**config.mk**
```make
export PLATFORM = sky130hd
export DESIGN_NAME = histogram_readout_controller_flat
export DESIGN_NICKNAME = d
export VERILOG_FILES = /design/src/rtl/histogram_readout_controller_if.sv /design/src/rtl/histogram_readout_controller.sv /design/src/flat_wrapper.sv
export SDC_FILE = /design/constraint.sdc
export NUM_CORES = 1
export LEC_CHECK = 0
export ABC_AREA = 1
export CORE_MARGIN = 4
export CORE_UTILIZATION = 46
export DETAILED_ROUTE_END_ITERATION = 8
export PLACE_DENSITY = 0.8
export SYNTH_ARGS = -nofsm -noshare
export SYNTH_HDL_FRONTEND = slang
export SYNTH_SLANG_ARGS = --single-unit
```
**constraint.sdc**
```tcl
create_clock -name clk -period 1.95 [get_ports clk]
set_input_delay 0.195 -clock clk [delete_from_list [all_inputs] [get_ports clk]]
set_output_delay 0.195 -clock clk [all_outputs]
set_load 0.02 [all_outputs]
```
**src/rtl/histogram_readout_controller_if.sv**
```systemverilog
// Memory-controller command port and output-FIFO port used by the histogram readout controller.
interface histogram_readout_controller_if;
  logic        pX_ready;
  logic [31:0] pX_data_out;
  logic [31:0] pX_data_in;
  logic        pX_data_ready;
  logic [29:0] pX_addr;
  logic        pX_read_write;
  logic        pX_mem_op;
  logic [31:0] fifo_din;
  logic        fifo_wr_en;
  logic        fifo_full;

  modport master (
    input  pX_ready, pX_data_in, pX_data_ready, fifo_full,
    output pX_data_out, pX_addr, pX_read_write, pX_mem_op, fifo_din, fifo_wr_en
  );

  modport slave (
    output pX_ready, pX_data_in, pX_data_ready, fifo_full,
    input  pX_data_out, pX_addr, pX_read_write, pX_mem_op, fifo_din, fifo_wr_en
  );
endinterface

```
**src/rtl/histogram_readout_controller.sv**
```systemverilog
// Raster-scans the DDR2 histogram, streams each (clipped) count into the output FIFO
// framed by header/trailer markers, and optionally zeroes every cell after reading it.
module histogram_readout_controller #(
  parameter int X_BITS        = 10,
  parameter int Y_BITS        = 10,
  parameter bit CLEAR_ON_READ = 1'b1
) (
  input  logic clk,
  input  logic reset,
  input  logic start,
  input  logic abort,
  output logic busy,
  output logic done,
  histogram_readout_controller_if.master bus
);

  localparam logic [31:0] HEADER_WORD  = 32'hFFFF_FFFF;
  localparam logic [31:0] TRAILER_OK   = 32'hFFFF_FFFE;
  localparam logic [31:0] TRAILER_ABRT = 32'hFFFF_FFFD;
  localparam logic [31:0] CLIP_MAX     = 32'hFFFF_FFFC;

  typedef enum logic [3:0] {
    IDLE, HEADER, RD_CMD, RD_WAIT, PUSH, CLR_CMD, CLR_WAIT, NEXT, TRAILER, DONE
  } state_t;

  state_t            state_q, state_d;
  logic [X_BITS-1:0] x_q, x_d;
  logic [Y_BITS-1:0] y_q, y_d;
  logic [1:0]        phase_q, phase_d;
  logic [31:0]       count_q, count_d;
  logic              abort_flag_q, abort_flag_d;
  logic              busy_q, busy_d;

  logic [9:0]        x_ext, y_ext;
  logic              last_cell;
  logic              cmd_strobe;

  always_ff @(posedge clk or posedge reset) begin
    if (reset) begin
      state_q      <= IDLE;
      x_q          <= '0;
      y_q          <= '0;
      phase_q      <= '0;
      count_q      <= '0;
      abort_flag_q <= 1'b0;
      busy_q       <= 1'b0;
    end else begin
      state_q      <= state_d;
      x_q          <= x_d;
      y_q          <= y_d;
      phase_q      <= phase_d;
      count_q      <= count_d;
      abort_flag_q <= abort_flag_d;
      busy_q       <= busy_d;
    end
  end

  always_comb begin
    x_ext              = '0;
    y_ext              = '0;
    x_ext[X_BITS-1:0]  = x_q;
    y_ext[Y_BITS-1:0]  = y_q;
  end

  // The first strobe cycle waits for pX_ready; later cycles of the burst are unconditional.
  assign cmd_strobe = (phase_q != 2'd0) || bus.pX_ready;
  assign last_cell  = (x_q == '1) && (y_q == '1);

  always_comb begin
    state_d      = state_q;
    x_d          = x_q;
    y_d          = y_q;
    phase_d      = phase_q;
    count_d      = count_q;
    abort_flag_d = abort_flag_q;
    busy_d       = busy_q;
    case (state_q)
      IDLE: begin
        if (start) begin
          x_d          = '0;
          y_d          = '0;
          phase_d      = '0;
          abort_flag_d = 1'b0;
          busy_d       = 1'b1;
          state_d      = HEADER;
        end
      end
      HEADER:  if (!bus.fifo_full) state_d = RD_CMD;
      RD_CMD: begin
        if (cmd_strobe) begin
          if (phase_q == 2'd2) begin
            phase_d = '0;
            state_d = RD_WAIT;
          end else begin
            phase_d = phase_q + 2'd1;
          end
        end
      end
      RD_WAIT: begin
        if (bus.pX_data_ready) begin
          count_d = (bus.pX_data_in >= CLIP_MAX) ? CLIP_MAX : bus.pX_data_in;
          state_d = PUSH;
        end
      end
      PUSH:    if (!bus.fifo_full) state_d = CLEAR_ON_READ ? CLR_CMD : NEXT;
      CLR_CMD: begin
        if (cmd_strobe) begin
          if (phase_q == 2'd1) begin
            phase_d = '0;
            state_d = CLR_WAIT;
          end else begin
            phase_d = 2'd1;
          end
        end
      end
      CLR_WAIT: if (bus.pX_ready) state_d = NEXT;
      NEXT: begin
        if (abort) begin
          abort_flag_d = 1'b1;
          state_d      = TRAILER;
        end else if (last_cell) begin
          state_d = TRAILER;
        end else begin
          x_d = x_q + 1'b1;
          if (x_q == '1) y_d = y_q + 1'b1;
          state_d = RD_CMD;
        end
      end
      TRAILER: if (!bus.fifo_full) state_d = DONE;
      DONE: begin
        busy_d       = 1'b0;
        abort_flag_d = 1'b0;
        state_d      = IDLE;
      end
      default: state_d = IDLE;
    endcase
  end

  always_comb begin
    bus.pX_mem_op     = 1'b0;
    bus.pX_read_write = 1'b1;
    bus.fifo_wr_en    = 1'b0;
    bus.fifo_din      = '0;
    done              = 1'b0;
    case (state_q)
      HEADER: begin
        bus.fifo_din   = HEADER_WORD;
        bus.fifo_wr_en = !bus.fifo_full;
      end
      RD_CMD:  bus.pX_mem_op = cmd_strobe;
      PUSH: begin
        bus.fifo_din   = count_q;
        bus.fifo_wr_en = !bus.fifo_full;
      end
      CLR_CMD: begin
        bus.pX_mem_op     = cmd_strobe;
        bus.pX_read_write = !cmd_strobe;
      end
      TRAILER: begin
        bus.fifo_din   = abort_flag_q ? TRAILER_ABRT : TRAILER_OK;
        bus.fifo_wr_en = !bus.fifo_full;
      end
      DONE:    done = 1'b1;
      default: ;
    endcase
  end

  assign bus.pX_addr     = {8'd0, y_ext, x_ext, 2'b00};
  assign bus.pX_data_out = '0;
  assign busy            = busy_q;

endmodule

```
**src/flat_wrapper.sv**
```systemverilog
// flat-port wrapper written by rule: the top's interface ports become plain ports
module histogram_readout_controller_flat 
#(
  parameter int X_BITS        = 10,
  parameter int Y_BITS        = 10,
  parameter bit CLEAR_ON_READ = 1'b1
)
  (clk, reset, start, abort, busy, done, bus_pX_ready, bus_pX_data_in, bus_pX_data_ready, bus_fifo_full, bus_pX_data_out, bus_pX_addr, bus_pX_read_write, bus_pX_mem_op, bus_fifo_din, bus_fifo_wr_en);
  histogram_readout_controller_if bus_i ();
  input  logic clk;
  input  logic reset;
  input  logic start;
  input  logic abort;
  output logic busy;
  output logic done;
  input wire logic [$bits(bus_i.pX_ready)-1:0] bus_pX_ready;
  input wire logic [$bits(bus_i.pX_data_in)-1:0] bus_pX_data_in;
  input wire logic [$bits(bus_i.pX_data_ready)-1:0] bus_pX_data_ready;
  input wire logic [$bits(bus_i.fifo_full)-1:0] bus_fifo_full;
  output wire logic [$bits(bus_i.pX_data_out)-1:0] bus_pX_data_out;
  output wire logic [$bits(bus_i.pX_addr)-1:0] bus_pX_addr;
  output wire logic [$bits(bus_i.pX_read_write)-1:0] bus_pX_read_write;
  output wire logic [$bits(bus_i.pX_mem_op)-1:0] bus_pX_mem_op;
  output wire logic [$bits(bus_i.fifo_din)-1:0] bus_fifo_din;
  output wire logic [$bits(bus_i.fifo_wr_en)-1:0] bus_fifo_wr_en;
  assign bus_i.pX_ready = bus_pX_ready;
  assign bus_i.pX_data_in = bus_pX_data_in;
  assign bus_i.pX_data_ready = bus_pX_data_ready;
  assign bus_i.fifo_full = bus_fifo_full;
  assign bus_pX_data_out = bus_i.pX_data_out;
  assign bus_pX_addr = bus_i.pX_addr;
  assign bus_pX_read_write = bus_i.pX_read_write;
  assign bus_pX_mem_op = bus_i.pX_mem_op;
  assign bus_fifo_din = bus_i.fifo_din;
  assign bus_fifo_wr_en = bus_i.fifo_wr_en;
  histogram_readout_controller #(.X_BITS(X_BITS), .Y_BITS(Y_BITS), .CLEAR_ON_READ(CLEAR_ON_READ)) u_core (.clk(clk), .reset(reset), .start(start), .abort(abort), .busy(busy), .done(done), .bus(bus_i));
endmodule
```
# Yosys cells after proc, flatten, opt, wreduce, memory -nomap -nowiden
# Index checks and enable logic that the tools add are counted.
# word_totals
register_bits,60
latch_bits,0
mem_bits_rw,0
rom_bits,0
out_inout_bits,99
wordCells,96
memories,0
# classes
addsub,3
multipliers,0
n_div,0
magnitude_cmp,1
n_eq_ne,27
shifts,0
n_mux,39
n_bitwise,0
n_reduce_logical,19
# op_table
operator,count
$pmux W32 S3,1
$mux W10,6
$mux W4,12
$pmux W10 S2,2
$pmux W4 S9,1
$ge A32 B32 Y1 const B,1
$mux W32,1
$add A10 B1 Y10 const B,2
$eq A10 B10 Y1 const B,2
$ne A2 B2 Y1 const B,9
$eq A4 B3 Y1 const B,4
$mux W2,5
$ne A2 B1 Y1 const B,5
$reduce_and A10 Y1,1
$eq A4 B2 Y1 const B,2
$eq A4 B4 Y1 const B,2
$mux W1,8
$reduce_and A4 Y1,2
$pmux W2 S3,1
$reduce_bool A2 Y1,3
$reduce_bool A3 Y1,2
$reduce_and A5 Y1,1
$eq A4 B1 Y1 const B,1
$logic_not A4 Y1,1
other kinds (12),14

# Logic depth before layout (Yosys ltp)
# Gate-level depths: netlist (run 1).
# logic_depth
depth_word,5
ltp_mapped,11

# Worst setup path before layout (run 1)
# No wires, ideal clock.
# synth_timing
path_type,flip-flop to output port
from,register u_core.state_q[0]
to,output port bus_fifo_din[10]
t_arrival_ns,1.587
required_time_ns,1.755
slack_ns,0.168
path_stages_with_launch,7
path_buffers,3
path_cell_list,dfrtp_1 -> buf_4 -> nor2_2 -> nand2_1 -> buf_2 -> clkbuf_1 -> o21ai_0
# synth_between
elab_chain_cells,2
elab_cells_between_ends,4
cone_classes,eq/ne: 3; mux: 1
# synth_lines
element,line_no,source
"start, declared",histogram_readout_controller.sv:26,"state_t state_q, state_d;"
"start signal, assigned",histogram_readout_controller.sv:48,state_q <= state_d;
$eq A4 B4 Y1 (tied with other cells),histogram_readout_controller.sv:145,case (state_q)
$pmux W32 S3 *,histogram_readout_controller.sv:145,
"end, declared",flat_wrapper.sv:24,output wire logic [$bits(bus_i.fifo_din)-1:0] bus_fifo_din;
# Mark *: on every way between the ends. The rest lies on a longest branch, timed or not.

# Worst setup path after layout (run 1)
# layout_timing
from,register u_core.state_q[3]
to,output port bus_fifo_din[18]
# The elaborated chain is that of the path after synthesis.

==> results of run 1 <==
==> layout by cell type, fill, tap and decap left out, types with 18 or more instances in the layout <==
cell and instances:
nand2_1 130, clkdlybuf4s50_1 59, dfrtp_1 59, nor2_1 53, inv_1 47, conb_1 42, nand3_1 38, buf_4 26
a21oi_1 22, buf_2 22, o21ai_0 18
==> synthesized netlist by cell type, types with 3 or more instances <==
master / count / share of area (%)
nand4_1: 14 / 2.3
nand2_4: 4 / 1.2
nand3_1: 38 / 4.9
nor2_1: 54 / 5.3
nor3_1: 5 / 0.65
buf_4: 45 / 8.8
nor3b_1: 3 / 0.59
inv_2: 4 / 0.39
xor2_1: 7 / 1.6
o21ai_2: 4 / 0.91
mux2_2: 8 / 2.3
nand3_2: 3 / 0.78
nand2_1: 130 / 13
o21ai_0: 23 / 3.0
dfrtp_1: 60 / 39
clkbuf_1: 4 / 0.39
nand2_2: 5 / 0.81
nor2_2: 5 / 0.81
o211ai_1: 3 / 0.59
buf_2: 6 / 0.78
a21oi_1: 22 / 2.9
inv_1: 49 / 4.8
==> per-layer routing <==
metal / vias to the layer above / GRT usage (%) / part of all wire, %
li1: 1793 / - / -
met5: - / 0 / 0
met1: 1672 / 25.4 / 44
met4: 0 / 5.78 / 0.96
met2: 125 / 32.8 / 48
met3: 11 / 3.86 / 7.1
==> power groups by stage <==
stage | registers (mW) | logic, mW | clock network (mW)
after floorplan | 1.83 | 2.43 | 0
after global placement | 1.80 | 3.87 | 0
after detailed placement | 1.81 | 3.95 | 0
after CTS | 1.79 | 3.84 | 1.40
after global routing | 1.84 | 3.99 | 1.47
final | 1.80 | 3.61 | 1.38
==> worst register-to-register path: stages (launching register included) <==
cell	delay [ps]
dfrtp_1	440
ha_1	240
nand2_1	90
nor2_1	150
nand3_1	130
nor2_2	190
nand2_4	140
nand2_4	190
nand2_1	100
o21ai_2	60
==> state kept, by name (all words and copies together) (netlist names) <==
register and cells:
u_core.y_ext 10, u_core.busy 1, u_core.state_q 4, u_core.abort_flag_q 1, u_core.count_q 32, u_core.phase_q 2, u_core.x_ext 10
==> cell families after synthesis <==
logic type               synth area share (%)
other                                  0.0975
adder cells (fa/ha/maj)                 0.650
flip-flops                               39.0
AO/OA/AOI/OAI                            8.94
buffers and inverters                    15.9
multiplexers                             2.34
AND/OR/NAND/NOR                          31.4
XOR/XNOR                                 1.59
==> through the flow <==
stage               setup slack, ps  total power [mW]  utilization, %
finish                         50.6              6.79            61.2
global route                  -53.4              7.31            61.2
CTS                           -5.59              7.03            63.1
detailed placement             -182              5.77            59.6
global placement               -104              5.67            59.6
floorplan                       168              4.25               -
==> final cells by class <==
class	instances	area, um^2
clock buffers	9	124
repair buffers	122	1010
flip-flops and latches	60	1500
clock inverters	7	123
well taps	105	131
multi-input cells	384	1900
fillers	749	3170
inverters	54	205
==> repair_timing <==
item,CTS,global route
resized for setup,108,50
endpoints found under the hold margin,0,0
setup endpoints to repair,36,36
setup buffers,2,1
==> worst paths after layout <==
| check | startpoint | end | slack (ps) | depth (start not counted) |
|---|---|---|---|---|
| hold reg to reg | u_core.count_q[4]$_DFFE_PP0P_ | u_core.count_q[4]$_DFFE_PP0P_ | 480 | 2 |
| min in group clk | bus_pX_data_in[18] | u_core.count_q[18]$_DFFE_PP0P_ | 470 | 3 |
| setup reg to reg | u_core.y_ext[1]$_DFFE_PP0P_ | u_core.x_ext[3]$_DFFE_PP0P_ | 160 | 9 |
| setup / recovery | u_core.state_q[3]$_DFFE_PP0P_ | bus_fifo_din[18] | 50 | 8 |
| max in group asynchronous | reset | u_core.state_q[3]$_DFFE_PP0P_ | 1440 | 3 |
| hold / removal | reset | u_core.count_q[25]$_DFFE_PP0P_ | 230 | 3 |
==> impl_metrics.py, run 1 <==
metrics = {
    "cts": {
        "cts_root_buf": "clkbuf_8",
        "tritoncts": "built",
        "holdBufCountCts": 0,
        "cts_max_path_buffers": 2,
        "h-tree-depth": 3,
        "cts.clk_slew.worst_paths_ps": 80,
        "clock_sinks": 60,
        "insertion_delay_ps": 340,
        "cts_buffers": 9,
    },
    "routing": {
        "first_pass_iters": 5,
        "drc_errors": 0,
        "wl_mm": 9.68,
        "wl_per_cell_um": 13.1,
        "via_per_inst": 4.86,
        "vias": 3601,
        "final_antenna_net_count": 0,
        "drt_iter0_drc": 188,
    },
    "placed_design": {
        "dpl.cell_count": 722,
        "post_dp_cell_area_mm2": 0.00487,
        "place_hpwl_mm": 7.18,
        "io_buffers": 95,
        "gp_congestion": 0.856,
    },
    "worst_setup_path": {
        "critPathCaptureType": "output port",
        "slowest_stage": "dfrtp_2",
        "cp_common_cell": "buf_4",
        "critical_path.max_stage_delay_ps": 440,
        "required_ps": 1750,
        "path_class": "register to output port",
        "path_max_fanout": 17,
        "start_kind": "register",
        "critPathBufInv": 5,
        "crit_arrival_ps": 1700,
        "crit_family": "buffers and inverters",
        "crit_chain": "buf_4 -> nand3_2 -> inv_2 -> a31oi_4 -> buf_12 -> buf_4 -> o21ai_0 -> buf_2",
    },
    "status": {
        "outcome": "finished clean",
    },
    "cells_and_area": {
        "finalNonFillerCells": 741,
        "drive_above_1_share_pct": 19.0,
        "stdcell_area_mm2": 0.00500,
        "nNetsFinal": 672,
        "syn2layout_area_growth_pct": 30.0,
        "antenna_cells": 0,
    },
    "synth": {
        "synth.distinct_cells": 38,
        "syn_inst": 515,
        "synth-seq-cells": 60,
        "synth_ff_type": "dfrtp_1",
        "syn_avg_cell_area_um2": 7.47,
        "ys_async_sr_fraction_pct": 100,
        "yosysSeqAreaShare_pct": 39.0,
        "ys_warn_count": 0,
        "synth_area_mm2": 0.00385,
        "synth_edf_count": 0,
    },
    "floorplanning": {
        "design.portCount": 138,
        "die_x_um": 99.5,
        "row_count": 33,
        "die_h_um": 99.5,
        "design.core.area_mm2": 0.00818,
        "dieArea_mm2": 0.00989,
        "start_util_pct": 47.1,
    },
    "global_routing": {
        "grt_pass1_wl_mm": 15.9,
        "antenna_found_initial": 0,
        "gr-total-overflow": 0,
        "grt_pass1_vias": 3451,
        "grt_usage_pct": 19.5,
        "grt_max_degree": 61,
    },
    "power": {
        "clockPowerShare_pct": 20.4,
        "p_comb_share_pct": 53.2,
        "power.internal_mw": 3.77,
        "power_density_mw_per_mm2": 1360,
        "switchingPower_mw": 3.03,
        "pwr-share-seq_pct": 26.5,
        "ir_drop_v": 0.000450,
        "p_leak_nw": 2.55,
        "swShare_pct": 44.5,
    },
    "sta": {
        "final.period_utilization_pct": 97.4,
        "min_period_ps": 1900,
        "fin_hold_ws_ps": 227,
        "setup_violations": 0,
        "rsz0062_at_grt": "true",
        "skew_ps": 11.3,
        "max_freq_mhz": 526,
        "tns_ps": 0,
        "finalHoldViolations": 0,
        "drv_slew": 0,
    },
    "worst_hold_path": {
        "hold_class": "input port to async pin",
    },
    "job": {
        "maxCapViolCount": 0,
    },
}
No activity file was read; power rests on OpenSTA's default activity.
==> run 2, diff against run 1 <==
--- a/config.mk
+++ b/config.mk
@@ -6,10 +6,12 @@
 export NUM_CORES = 1
 export LEC_CHECK = 0
 export ABC_AREA = 1
+export CAP_MARGIN = 30
 export CORE_MARGIN = 4
 export CORE_UTILIZATION = 46
 export DETAILED_ROUTE_END_ITERATION = 8
 export PLACE_DENSITY = 0.8
+export SLEW_MARGIN = 5
 export SYNTH_ARGS = -nofsm -noshare
 export SYNTH_HDL_FRONTEND = slang
 export SYNTH_SLANG_ARGS = --single-unit
==> constraint.sdc (replaced) <==
create_clock -name clk -period 2.1 [get_ports clk]
set_input_delay 0.21 -clock clk [delete_from_list [all_inputs] [get_ports clk]]
set_output_delay 0.21 -clock clk [all_outputs]
set_load 0.02 [all_outputs]
==> run 2 against run 1 <==
  * Count of clock-buffer cells in the layout grew 1
  * Clock skew shrank 3.1 ps
  * Critical endpoint is now bus_fifo_din[7]
  * Cell area grew 0.33%
==> impl_metrics.py, run 2 (synthesis results as in run 1) <==
metrics = {
    "cts": {
        "insertion_delay_ps": 340,
        "tritoncts": "built",
        "cts_buffers": 9,
        "clock_sinks": 60,
        "cts_max_path_buffers": 2,
        "h-tree-depth": 3,
        "cts.clk_slew.worst_paths_ps": 70,
        "holdBufCountCts": 0,
        "cts_root_buf": "clkbuf_8",
    },
    "job": {
        "maxCapViolCount": 0,
    },
    "routing": {
        "drc_errors": 0,
        "first_pass_iters": 4,
        "wl_mm": 9.62,
        "via_per_inst": 4.98,
        "drt_iter0_drc": 215,
        "final_antenna_net_count": 0,
        "wl_per_cell_um": 13.1,
        "vias": 3647,
    },
    "global_routing": {
        "antenna_found_initial": 0,
        "grt_pass1_wl_mm": 16.0,
        "grt_pass1_vias": 3531,
        "grt_max_degree": 39,
        "grt_usage_pct": 19.5,
        "gr-total-overflow": 0,
    },
    "floorplanning": {
        "row_count": 33,
        "dieArea_mm2": 0.00989,
        "die_x_um": 99.5,
        "design.core.area_mm2": 0.00818,
        "start_util_pct": 47.1,
        "die_h_um": 99.5,
        "design.portCount": 138,
    },
    "sta": {
        "worst_pin_slew_ps": 500,
        "setup_ws_ps": 22.9,
        "drv_slew": 0,
        "max_freq_mhz": 481,
        "setup_violations": 0,
        "final.period_utilization_pct": 98.9,
        "rsz0062_at_grt": "true",
        "skew_ps": 8.16,
        "relSlewSlack_pct": 66.6,
        "min_period_ps": 2080,
        "finalHoldViolations": 0,
    },
    "cells_and_area": {
        "antenna_cells": 0,
        "drive_above_1_share_pct": 13.7,
        "final_cell_mix": "nand2_1, dfrtp_1, clkdlybuf4s50_1",
        "largest_register_ffs": 32,
        "multi_input_area_mm2": 0.00190,
        "final_common_cell": "nand2_1",
        "syn2layout_area_growth_pct": 30.4,
        "nNetsFinal": 663,
        "regArea_mm2": 0.00150,
        "regMostFlops": "u_core.count_q",
        "fill_cells": 718,
        "stdcell_area_mm2": 0.00502,
    },
    "placed_design": {
        "gp_congestion": 0.869,
        "dp_slack_ps": -161,
        "post_dp_cell_area_mm2": 0.00482,
        "place_hpwl_mm": 7.37,
        "io_buffers": 95,
    },
    "worst_setup_path": {
        "path_class": "register to output port",
        "path_max_fanout": 14,
        "rrSetupSlack_ps": 280,
        "required_ps": 1890,
        "ff2ff_path_depth": 9,
        "critPathCaptureType": "output port",
        "r2r-start": "u_core.y_ext[0]$_DFFE_PP0P_",
        "start_kind": "register",
        "crit_arrival_ps": 1870,
        "r2r-end": "u_core.x_ext[3]$_DFFE_PP0P_",
    },
    "status": {
        "outcome": "finished clean",
    },
    "power": {
        "power_density_mw_per_mm2": 1260,
        "ir_drop_v": 0.000462,
        "p_leak_nw": 2.56,
    },
    "worst_hold_path": {
        "hold_class": "input port to async pin",
    },
}
==> run 2: how the worst max path moves through the flow <==
stage / startpoint / endpoint / slack [ps] / cells past startpoint
floorplan: u_core.state_q[0]$_DFFE_PP0P_ / bus_fifo_din[10] / 300 / 6
global placement: u_core.state_q[2]$_DFFE_PP0P_ / bus_fifo_din[17] / -5 / 6
detailed placement: u_core.state_q[2]$_DFFE_PP0P_ / bus_fifo_din[11] / -160 / 6
CTS: u_core.state_q[2]$_DFFE_PP0P_ / bus_fifo_din[1] / 10 / 5
global route: u_core.state_q[3]$_DFFE_PP0P_ / bus_fifo_wr_en / -50 / 9
finish: u_core.state_q[2]$_DFFE_PP0P_ / bus_fifo_din[7] / 20 / 5
==> run 2: layer usage <==
layer / up-vias / wire [um] / track usage [%]
met2: 152 / 4570 / 31.4
met4: 0 / 174 / 6.72
li1: 1774 / - / -
met1: 1701 / 4150 / 25.1
met5: - / 0 / 0
met3: 20 / 725 / 5.89
==> run 2: layout make-up <==
type | instances | area share (%)
Clock buffer | 10 | 2.74
Inverter | 54 | 4.09
Clock inverter | 6 | 2.22
Tap cell | 105 | 2.62
Multi-Input combinational cell | 384 | 37.8
Sequential cell | 60 | 29.9
Timing Repair Buffer | 113 | 20.6
==> run 2: power breakdown <==
group          total, mW  internal [mW]  switching (mW)
Clock               1.29          0.820           0.468
Sequential          1.70           1.51           0.185
Combinational       3.33           1.19            2.13
Total               6.31           3.53            2.79
==> run 2: through the flow <==
step	total power [mW]	TNS (ps)	hold WS (ps)	cells	utilization, %
global placement	5.21	-11.6	462	715	58.9
floorplan	3.95	0	354	556	-
CTS	6.36	0	243	732	61.8
global route	6.76	-201	260	732	61.4
detailed placement	5.32	-2060	467	715	58.9
finish	6.31	0	224	732	61.4
==> run 2: repair_timing <==
| action | CTS | global route |
|---|---|---|
| gates resized for setup | 38 | 28 |
| buffers inserted | 1 | 0 |
| endpoints found under the setup margin | 36 | 26 |
==> run 2: worst max-delay path: stages (launching register included) <==
cell and delay, ps:
dfrtp_1 440, nor2_2 240, nand3_1 150, buf_4 220, nand3_1 130, dlygate4sd2_1 350
==> run 3, diff against run 2 <==
--- a/config.mk
+++ b/config.mk
@@ -10,7 +10,7 @@
 export CORE_MARGIN = 4
 export CORE_UTILIZATION = 46
 export DETAILED_ROUTE_END_ITERATION = 8
-export PLACE_DENSITY = 0.8
+export PLACE_DENSITY = 0.82
 export SLEW_MARGIN = 5
 export SYNTH_ARGS = -nofsm -noshare
 export SYNTH_HDL_FRONTEND = slang
==> run 3 against run 2 <==
  * Count of clock-buffer cells in the layout fell by 1
  * Cell count rose by 0.14%
  * First-iteration DRC count rose by 7.9%
  * Combinational power rose by 2%
  * Via count fell by 0.41%
  * Maximum frequency rose by 2.7%
  * Critical endpoint is now bus_fifo_din[4]
  * Largest power group unchanged
==> impl_metrics.py, run 3 (synthesis results as in run 1) <==
metrics = {
    "sta": {
        "setup_violations": 0,
        "fin_hold_ws_ps": 248,
        "drv_slew": 0,
        "tns_ps": 0,
        "finalHoldViolations": 0,
        "setup_ws_ps": 77.9,
        "min_period_ps": 2020,
        "final.period_utilization_pct": 96.3,
        "max_freq_mhz": 495,
        "skew_ps": 9.03,
    },
    "power": {
        "p_leak_nw": 2.53,
        "power_density_mw_per_mm2": 1230,
        "ir_drop_v": 0.000426,
    },
    "routing": {
        "vias": 3632,
        "met3_length_um": 751,
        "final_antenna_net_count": 0,
        "wl_mm": 9.88,
        "via_per_inst": 4.95,
        "drc_errors": 0,
        "drt_iter0_drc": 232,
        "wirelength_met1_mm": 4.16,
        "met2RoutedLength_mm": 4.81,
        "wl_per_cell_um": 13.5,
        "top_layer": "met4",
        "first_pass_iters": 5,
    },
    "cells_and_area": {
        "antenna_cells": 0,
        "final_common_cell": "nand2_1",
        "finalNonFillerCells": 733,
        "nNetsFinal": 664,
        "drive_above_1_share_pct": 13.9,
        "syn2layout_area_growth_pct": 30.0,
        "regMostFlops": "u_core.count_q",
        "final_cell_mix": "nand2_1, dfrtp_1, clkdlybuf4s50_1",
        "fin_util_pct": 61.2,
        "largest_register_ffs": 32,
    },
    "floorplanning": {
        "die_h_um": 99.5,
        "design.portCount": 138,
        "start_util_pct": 47.1,
        "die_x_um": 99.5,
        "row_count": 33,
        "design.core.area_mm2": 0.00818,
        "dieArea_mm2": 0.00989,
    },
    "placed_design": {
        "place_hpwl_mm": 7.31,
        "gp_congestion": 0.849,
        "io_buffers": 95,
        "dpl.cell_count": 714,
        "dp_slack_ps": -168,
    },
    "status": {
        "outcome": "finished clean",
    },
    "worst_setup_path": {
        "path_class": "register to output port",
        "critPathCaptureType": "output port",
        "path_max_fanout": 14,
        "crit_arrival_ps": 1810,
        "rrSetupSlack_ps": 220,
        "required_ps": 1890,
        "start_kind": "register",
    },
    "global_routing": {
        "gr-total-overflow": 0,
        "grt_max_degree": 61,
        "grt_pass1_wl_mm": 16.1,
        "grt_pass1_vias": 3418,
        "antenna_found_initial": 0,
        "grt_usage_pct": 20.0,
    },
    "cts": {
        "h-tree-depth": 3,
        "insertion_delay_ps": 340,
        "clock_sinks": 60,
        "cts_root_buf": "clkbuf_8",
        "cts_max_path_buffers": 2,
        "cts_buffers": 9,
        "holdBufCountCts": 0,
        "cts.clk_slew.worst_paths_ps": 70,
        "tritoncts": "built",
    },
    "worst_hold_path": {
        "hold_class": "input port to async pin",
    },
    "job": {
        "maxCapViolCount": 0,
    },
}
run 3: area by class of cell:
cell class | instances | area, um^2
Fill cell | 726 | 3180
Timing Repair Buffer | 113 | 1050
Tap cell | 105 | 131
Inverter | 54 | 209
Clock buffer | 9 | 124
Clock inverter | 7 | 75.1
Multi-Input combinational cell | 384 | 1900
Sequential cell | 60 | 1500
Timing Repair inverter | 1 | 7.51
run 3: worst paths after layout:
kind | startpoint | to | cells after the start
max | u_core.state_q[2]$_DFFE_PP0P_ | bus_fifo_din[4] | 5
min | reset | u_core.y_ext[1]$_DFFE_PP0P_ | 3
max reg2reg | u_core.y_ext[0]$_DFFE_PP0P_ | u_core.x_ext[3]$_DFFE_PP0P_ | 9
min reg2reg | u_core.count_q[5]$_DFFE_PP0P_ | u_core.count_q[5]$_DFFE_PP0P_ | 2
max in group asynchronous | reset | u_core.x_ext[5]$_DFFE_PP0P_ | 3
min in group clk | bus_pX_data_in[27] | u_core.count_q[27]$_DFFE_PP0P_ | 3
run 3: critical path, cell delays in order (launching register included):
cell,delay (ps)
dfrtp_1,440
nor2_2,220
nand3_1,120
buf_4,210
nand3_1,110
dlygate4sd2_1,360
run 3: repair_timing:
action,CTS,global route
cloned,1,0
resized for setup,41,32
endpoints found under the setup margin,36,26
buffers inserted,1,1
run 3: layer usage:
layer / track usage, % / vias up
met1: 25.8 / 1671
met3: 5.40 / 19
met2: 32.5 / 151
met4: 6.62 / 0
li1: - / 1791
met5: 0 / -
run 3: stage by stage:
step	power (mW)	area, um^2
floorplan	3.95	4000
global placement	5.23	4820
detailed placement	5.35	4820
CTS	6.18	5020
global route	6.58	5000
finish	6.15	5000
run 3: where the power goes:
| group | leakage, nW | switching [mW] | total, mW | internal (mW) |
|---|---|---|---|---|
| combinational | 1.69 | 2.18 | 3.40 | 1.22 |
| sequential | 0.742 | 0.182 | 1.69 | 1.51 |
| clock | 0.0923 | 0.498 | 1.05 | 0.553 |
| total | 2.53 | 2.86 | 6.15 | 3.29 |
